[src/rtl/axi_excl_rr_arbiter.sv]
// Round-robin arbiter for a shared AXI AW/AR request port.
// An exclusive-access lock pins the port to one master until its release arrives or the lock times out.
module axi_excl_rr_arbiter #(
    parameter int N_MASTER     = 4,
    parameter int AUX_WIDTH    = 32,
    parameter int ID_WIDTH     = 4,
    parameter int LOCK_TIMEOUT = 256
) (
    input  logic                          clk,
    input  logic                          rst_n,
    input  logic [N_MASTER-1:0]           req_i,
    input  logic [N_MASTER-1:0]           excl_i,
    input  logic [N_MASTER*AUX_WIDTH-1:0] aux_i,
    input  logic [N_MASTER*ID_WIDTH-1:0]  id_i,
    output logic [N_MASTER-1:0]           gnt_o,
    output logic                          req_o,
    output logic [AUX_WIDTH-1:0]          aux_o,
    output logic [ID_WIDTH-1:0]           id_o,
    input  logic                          gnt_i,
    input  logic                          release_i,
    input  logic [ID_WIDTH-1:0]           release_id_i,
    output logic                          locked_o,
    output logic [$clog2(N_MASTER)-1:0]   lock_owner_o,
    output logic                          timeout_o
);

    localparam int PW = $clog2(N_MASTER);
    localparam int TW = $clog2(LOCK_TIMEOUT);

    localparam logic [0:0] IDLE   = 1'b0;
    localparam logic [0:0] LOCKED = 1'b1;

    logic [0:0]          fsm;
    logic [PW-1:0]       rr_ptr;
    logic [PW-1:0]       owner;
    logic [ID_WIDTH-1:0] owner_id;
    logic [TW-1:0]       tcnt;

    logic                win_valid;
    logic [PW-1:0]       win_idx;
    logic [PW-1:0]       sel_idx;
    logic [PW-1:0]       rr_next;
    logic                hs;
    logic                rel_match;
    logic                tmo_hit;

    logic [AUX_WIDTH-1:0] aux_arr [N_MASTER];
    logic [ID_WIDTH-1:0]  id_arr  [N_MASTER];

    for (genvar g = 0; g < N_MASTER; g++) begin : g_unpack
        assign aux_arr[g] = aux_i[g*AUX_WIDTH +: AUX_WIDTH];
        assign id_arr[g]  = id_i[g*ID_WIDTH +: ID_WIDTH];
    end

    // Scan starts at rr_ptr and wraps explicitly, so N_MASTER need not be a power of two.
    always_comb begin
        int idx;
        win_valid = 1'b0;
        win_idx   = '0;
        idx       = 0;
        if (fsm == LOCKED) begin
            if (req_i[owner]) begin
                win_valid = 1'b1;
                win_idx   = owner;
            end
        end else begin
            for (int i = 0; i < N_MASTER; i++) begin
                idx = int'(rr_ptr) + i;
                if (idx >= N_MASTER) idx = idx - N_MASTER;
                if (!win_valid && req_i[idx]) begin
                    win_valid = 1'b1;
                    win_idx   = PW'(idx);
                end
            end
        end
    end

    assign sel_idx = win_valid ? win_idx : rr_ptr;
    assign req_o   = win_valid;
    assign aux_o   = aux_arr[sel_idx];
    assign id_o    = id_arr[sel_idx];

    always_comb begin
        gnt_o = '0;
        if (win_valid) gnt_o[win_idx] = gnt_i;
    end

    assign hs        = win_valid & gnt_i;
    assign rel_match = release_i && (release_id_i == owner_id);
    assign tmo_hit   = (tcnt == TW'(LOCK_TIMEOUT - 1));
    assign rr_next   = (win_idx == PW'(N_MASTER - 1)) ? '0 : win_idx + PW'(1);

    // A re-arming owner handshake beats a coincident release or timeout; release beats timeout.
    always_ff @(posedge clk or negedge rst_n) begin
        if (!rst_n) begin
            fsm       <= IDLE;
            rr_ptr    <= '0;
            owner     <= '0;
            owner_id  <= '0;
            tcnt      <= '0;
            timeout_o <= 1'b0;
        end else begin
            timeout_o <= 1'b0;
            if (fsm == IDLE) begin
                if (hs) begin
                    rr_ptr <= rr_next;
                    if (excl_i[win_idx]) begin
                        fsm      <= LOCKED;
                        owner    <= win_idx;
                        owner_id <= id_arr[win_idx];
                        tcnt     <= '0;
                    end
                end
            end else begin
                if (hs && excl_i[owner]) begin
                    owner_id <= id_arr[owner];
                    tcnt     <= '0;
                end else if (rel_match) begin
                    fsm  <= IDLE;
                    tcnt <= '0;
                end else if (tmo_hit) begin
                    fsm       <= IDLE;
                    tcnt      <= '0;
                    timeout_o <= 1'b1;
                end else begin
                    tcnt <= tcnt + TW'(1);
                end
            end
        end
    end

    assign locked_o     = (fsm == LOCKED);
    assign lock_owner_o = owner;

endmodule

[config.mk]
export PLATFORM = sky130hd
export DESIGN_NAME = axi_excl_rr_arbiter
export DESIGN_NICKNAME = d
export VERILOG_FILES = /design/src/rtl/axi_excl_rr_arbiter.sv
export SDC_FILE = /design/constraint.sdc
export NUM_CORES = 1
export LEC_CHECK = 0
export CAP_MARGIN = 5
export CORE_ASPECT_RATIO = 0.6
export CORE_MARGIN = 2
export CORE_UTILIZATION = 35
export DETAILED_ROUTE_END_ITERATION = 8
export PLACE_DENSITY = 0.83
export REMOVE_ABC_BUFFERS = 1
export SLEW_MARGIN = 15
export SYNTH_ARGS = -nofsm -noshare
export SYNTH_HDL_FRONTEND = slang
export SYNTH_SLANG_ARGS = --single-unit
[constraint.sdc]
create_clock -name clk -period 5.13 [get_ports clk]
set_input_delay 1.539 -clock clk [delete_from_list [all_inputs] [get_ports clk]]
set_output_delay 1.539 -clock clk [all_outputs]
set_load 0.02 [all_outputs]
# [Word-level counts from Yosys, hierarchy flattened]
# Index checks and enable logic that the tools add are counted.
# W data, S select, Z words.
[totals] ff_bits=18 out_inout_bits=45
[classes] addsub=9 magnitude_cmp=14 eq_ne=4 n_mux=78 bitwise_logic=6 n_reduce_logical=15
[op_table] cell="$mux W32" count=10
[op_table] cell="$lt A32 B4 Y1 const B" count=4
[op_table] cell="$bmux W32 S2" count=1
[op_table] cell="$mux W8" count=6
[op_table] cell="$mux W4" count=11
[op_table] cell="$mux W1" count=31
[op_table] cell="$bmux W4 S2" count=3
[op_table] cell="$ge A3 B3 Y1 const B" count=6
[op_table] cell="$mux W2" count=8
[op_table] cell="$bmux W1 S2" count=7
[op_table] cell="$sub A3 B3 Y4 const B" count=3
[op_table] cell="$not A2 Y3" count=3
[op_table] cell="$add A8 B1 Y8 const B" count=1
[op_table] cell="$eq A8 B8 Y1 const B" count=1
[op_table] cell="$add A2 B2 Y3 const B" count=2
[op_table] cell="$logic_and A1 B1 Y1" count=6
[op_table] cell="$lt A2 B3 Y1 const B" count=2
[op_table] cell="$reduce_and A3 Y1" count=2
[op_table] cell="$and A4 B4 Y4" count=1
[op_table] cell="$eq A4 B4 Y1" count=1
[op_table] cell="$reduce_and A2 Y1" count=2
[op_table] cell="$reduce_bool A2 Y1" count=2
[op_table] cell="$sub A2 B3 Y4 const B" count=1
[op_table] cell="$add A2 B1 Y3 const B" count=1
[op_table] cell="other kinds (9)" count=11

# [Longest topological paths before layout]
[logic_depth] word_depth=27 depth_mapped=10 depth_no_buf=7

# [Worst setup path after synthesis]
# No wires, ideal clock.
[synth_timing] kind="input port to output port" start="in req_i[0]" end="out aux_o[0]" t_arrival_ns=3.729 required_time_ns=3.591 path_slack_ns=-0.138 stages=8 n_path_buf=2 cell_sequence="or4_4 -> a222oi_1 -> inv_2 -> mux2i_1 -> buf_6 -> buf_8 -> mux2i_1 -> mux2i_1"
[synth_via] elab_chain_len=22 word_cells_on_any_way=40 cone_classes="mux: 33; bitwise: 1; reduce/logical: 6"
[synth_rtl] item="start, declared" line_no="11" source="input logic [N_MASTER-1:0] req_i,"
[synth_rtl] item="$bmux W1 S2" line_no="70" source="if (!win_valid && req_i[idx]) begin"
[synth_rtl] item="$mux W1 (implied by the code) (2 in series)" line_no="70"
[synth_rtl] item="$mux W1" line_no="70"
[synth_rtl] item="$mux W1" line_no="61" source="if (fsm == LOCKED) begin"
[synth_rtl] item="$logic_not A1 Y1" line_no="70"
[synth_rtl] item="$logic_and A1 B1 Y1" line_no="70"
[synth_rtl] item="$mux W1" line_no="70"
[synth_rtl] item="$mux W1" line_no="61"
[synth_rtl] item="[... 5 more ...]"
[synth_rtl] item="$logic_and A1 B1 Y1" line_no="70"
[synth_rtl] item="$mux W1" line_no="70"
[synth_rtl] item="$mux W1 (*)" line_no="61"
[synth_rtl] item="net req_o" line_no="16" source="output logic req_o,"
[synth_rtl] item="$mux W2 (*)" line_no="78" source="assign sel_idx = win_valid ? win_idx : rr_ptr;"
[synth_rtl] item="$not A2 Y3 (implied by the code) (*)" line_no="80" source="assign aux_o = aux_arr[sel_idx];"
[synth_rtl] item="$bmux W32 S2 (*)" line_no="80"
[synth_rtl] item="$mux W32 (implied by the code) (*) (2 in series)" line_no="80"
[synth_rtl] item="end, declared" line_no="17" source="output logic [AUX_WIDTH-1:0] aux_o,"
# Mark *: on every way through the listed nets, which the timed path passes. The rest lies on a longest branch. The select of a mux whose other input is x is not followed.

# [Worst setup path in the final report]
[layout_timing] start="in req_i[2]" end="out aux_o[26]"
[layout_via] elab_chain_len=22 word_cells_on_any_way=40 cone_classes="mux: 33; bitwise: 1; reduce/logical: 6"
[layout_rtl] item="$bmux W1 S2" line_no="70"
[layout_rtl] item="$mux W1 (implied by the code) (2 in series)" line_no="70"
[layout_rtl] item="$mux W1" line_no="70"
[layout_rtl] item="$mux W1" line_no="61"
[layout_rtl] item="$logic_not A1 Y1" line_no="70"
[layout_rtl] item="$logic_and A1 B1 Y1" line_no="70"
[layout_rtl] item="$mux W1" line_no="70"
[layout_rtl] item="$mux W1" line_no="61"
[layout_rtl] item="[... 4 more ...]"
[layout_rtl] item="$logic_not A1 Y1" line_no="70"
[layout_rtl] item="$logic_and A1 B1 Y1" line_no="70"
[layout_rtl] item="$mux W2 / $mux W1 (equally long branches)" line_no="70"
[layout_rtl] item="$mux W2 / $mux W1 (equally long branches)" line_no="61"
[layout_rtl] item="$mux W2 (*)" line_no="78"
[layout_rtl] item="$not A2 Y3 (implied by the code) (*)" line_no="80"
[layout_rtl] item="$bmux W32 S2 (*)" line_no="80"
[layout_rtl] item="$mux W32 (implied by the code) (*) (2 in series)" line_no="80"
# Mark *: on every way between the ends. The rest lies on a longest branch, timed or not. The select of a mux whose other input is x is not followed.

==> results.sh <==
export IMPL_synthCells=265
export IMPL_power_density_nw_per_um2=705
export IMPL_yosysWarnings=0
export IMPL_synth_adder_area_share=0.00924
export IMPL_r2r_start="locked_o"
export IMPL_grt_pass1_wl_um=19000
export IMPL_outcome="finished with violations"
export IMPL_synthSimpleGateAreaFrac=0.117
export IMPL_final_area_um2=5340
export IMPL_htree_num_levels=1
export IMPL_hold_depth=1
export IMPL_tritoncts="built"
export IMPL_ys_seq_area_frac=0.166
export IMPL_vias=3196
export IMPL_worstHoldEndpoint="owner_id[3]"
export IMPL_critPathRequiredTime_ps=3590
export IMPL_r2r_cells=10
export IMPL_r2r_slack_ps=2170
export IMPL_ant_nets=0
export IMPL_numPortBuffers=204
export IMPL_synth_top_family_by_area="multiplexers"
export IMPL_cts_root_buf="clkbuf_16"
export IMPL_syn_cell_area_um2=2710
export IMPL_numCtsBuffers=3
export IMPL_antenna_cells=0
export IMPL_leakage_nw=2.54
export IMPL_die_width_um=118
export IMPL_yosys_cell_types_count=49
export IMPL_cts_sinks=18
export IMPL_coreArea_um2=7390
export IMPL_setup_violations_final=36
export IMPL_crit_type="input pin to primary output"
export IMPL_fin_crit_ps=5510
export IMPL_routabilityCongestion=0.851
export IMPL_violations="setup timing"
export IMPL_drt_initial_drc_count=285
export IMPL_hold_viol=0
export IMPL_die_y_um=72.1
export IMPL_start_util=0.367
export IMPL_async_flop_share=1.00
export IMPL_ir_worst_vdd_v=0.000354
export IMPL_dp_hpwl_um=9600
export IMPL_drc=0
export IMPL_crit_path_start_kind="input pin"
export IMPL_syn_avg_cell_area_um2=10.2
export IMPL_rr_endpoint="owner_id[2]"
export IMPL_dr_pass1_iters=5
export IMPL_grt_pass1_vias=3447
export IMPL_skew_ps=3.50
export IMPL_rows=24
export IMPL_clock_path_buffers=2
export IMPL_syn2layout_area_growth_pct=97.1
export IMPL_gr_total_overflow=0
export IMPL_synth_compound_area_share=0.0906
export IMPL_synth_top_area_frac=0.444
export IMPL_clk_latency_ps=250
export IMPL_track_usage=0.285
export IMPL_critical_path_arrival_ps=3970
export IMPL_synth_edff_count=0
export IMPL_max_freq_ghz=0.182
export IMPL_ys_ff_latch=18
export IMPL_via_per_inst=5.20
export IMPL_fin_total_pwr_mw=3.76
export IMPL_wirelength_um=12500
export IMPL_muxShareOfSynthArea=0.527
export IMPL_tightest_slew_ps=874
export IMPL_slew_headroom=0.410
export IMPL_min_delay_start="owner_id[3]"
export IMPL_cp_end_kind="primary output"
export IMPL_grt_max_degree=19
export IMPL_synthXorXnorAreaFrac=0.0129
export IMPL_post_dp_cell_area_um2=5010
export IMPL_num_nets_final=674
export IMPL_hold_class="flip-flop to flip-flop"
export IMPL_dieArea_um2=8480
export IMPL_fin_crit_sh=1.07
export IMPL_timing_final_ws_setup_ps=-375
export IMPL_wire_per_inst_um=20.3
export IMPL_final_max_slew_viol_count=0
export IMPL_drv_cap=0
export IMPL_synth_top_cell_by_area="mux2i_1"
export IMPL_drive_gt1_frac=0.280
export IMPL_hold_ws_ps=539
export IMPL_ys_top_cells_by_area="mux2i_1 44%, dfrtp_1 17%, buf_8 4.4%"
export IMPL_antenna_found_initial=0
export IMPL_clk_pin_slew_worst_paths_ps=50
export IMPL_rsz0062_at_grt="true"
export IMPL_ys_flop_type="dfrtp_1"
export IMPL_critical_path_peak_fanout=7
export IMPL_pre_cts_slack_ps=-1030
export IMPL_io_pins=205
## area by class of cell
cell class	count	area (um2)
fill	529	2050
inverter	4	17.5
multi-input combinational	227	2160
clock buffer	4	88.8
timing repair buffer	258	2490
sequential	18	450
tap	104	130
## through the flow
step                TNS (ps)  std cells  utilization
detailed placement    -35780        591        0.678
finish                -10140        615        0.722
global route          -11520        615        0.722
CTS                    -6280        613        0.717
global placement      -33530        591        0.678
floorplan            -183300        249            -
## logic make-up after synthesis
| family | count (synthesis) |
|---|---|
| multiplexers | 135 |
| AND/OR/NAND/NOR | 58 |
| AO/OA/AOI/OAI | 28 |
| buffers and inverters | 20 |
| flip-flops | 18 |
| XOR/XNOR | 4 |
| adder cells (fa/ha/maj) | 2 |
## sequential cells by signal, indices dropped and copies added, names as in the netlist
| signal | cells |
|---|---|
| lock_owner_o | 2 |
| locked_o | 1 |
| owner_id | 4 |
| rr_ptr | 2 |
| timeout_o | 1 |
| tcnt | 8 |
## per-layer routing
layer / share of wire / global-route usage / vias to the layer above
li1: - / - / 1505
met1: 0.40 / 0.335 / 1536
met2: 0.51 / 0.545 / 145
met3: 0.083 / 0.0802 / 10
met4: 0.0094 / 0.0308 / 0
met5: 0 / 0 / -
## cell usage in the layout (no fill, tap or decap), drive strengths merged, types with 4 or more instances in the layout
| master | instances |
|---|---|
| mux2 | 10 |
| and2 | 6 |
| nor2 | 9 |
| nand2 | 19 |
| and3 | 4 |
| o221ai | 4 |
| clkbuf | 8 |
| mux2i | 120 |
| clkdlybuf4s50 | 159 |
| buf | 93 |
| dfrtp | 18 |
| mux4 | 5 |
## what timing repair did
item,4_1_cts,5_1_grt
endpoints found under the setup margin,41,41
pin swaps,2,2
resized for setup,210,28
buffers inserted,14,6
cloned,4,0
hold buffers,0,0
## power by group
group	switching (mW)	total [mW]	internal [mW]
Sequential	0.0641	0.258	0.194
Combinational	1.57	3.33	1.76
Clock	0.0543	0.173	0.119
## critical path, cell delays in order
cell,delay (ps)
buf_6,90
or4_4,530
a222oi_1,400
buf_4,210
inv_4,40
mux2i_4,200
buf_6,140
buf_8,130
buf_6,120
mux2i_1,110
mux2i_1,240
buf_4,200
## synthesized netlist by cell type, types with 2 or more instances
master	n
and2_2	2
ha_1	2
o31ai_1	2
mux2i_1	120
nand3_1	3
clkinv_1	2
buf_2	2
and2b_2	2
mux4_2	5
a21o_1	2
and3b_1	2
nor2_1	9
and2_1	4
nor2b_1	3
clkbuf_8	3
a211o_1	3
dfrtp_1	18
nor3b_1	3
a21bo_2	2
o221ai_1	4
mux2_2	10
buf_8	8
xor2_1	3
a221o_1	2
nand2_1	18
and3_1	4
nand2b_1	3
o21ai_0	3
## worst max path at each step
| stage | start | endpoint | slack (ps) | cells after the start |
|---|---|---|---|---|
| floorplan | req_i[0] | aux_o[0] | -5090 | 6 |
| global placement | req_i[0] | aux_o[26] | -980 | 10 |
| detailed placement | req_i[0] | aux_o[14] | -1030 | 10 |
| CTS | req_i[3] | aux_o[26] | -230 | 11 |
| global route | req_i[2] | aux_o[8] | -410 | 12 |
| finish | req_i[2] | aux_o[26] | -380 | 12 |
No activity file was read; power rests on OpenSTA's default activity.
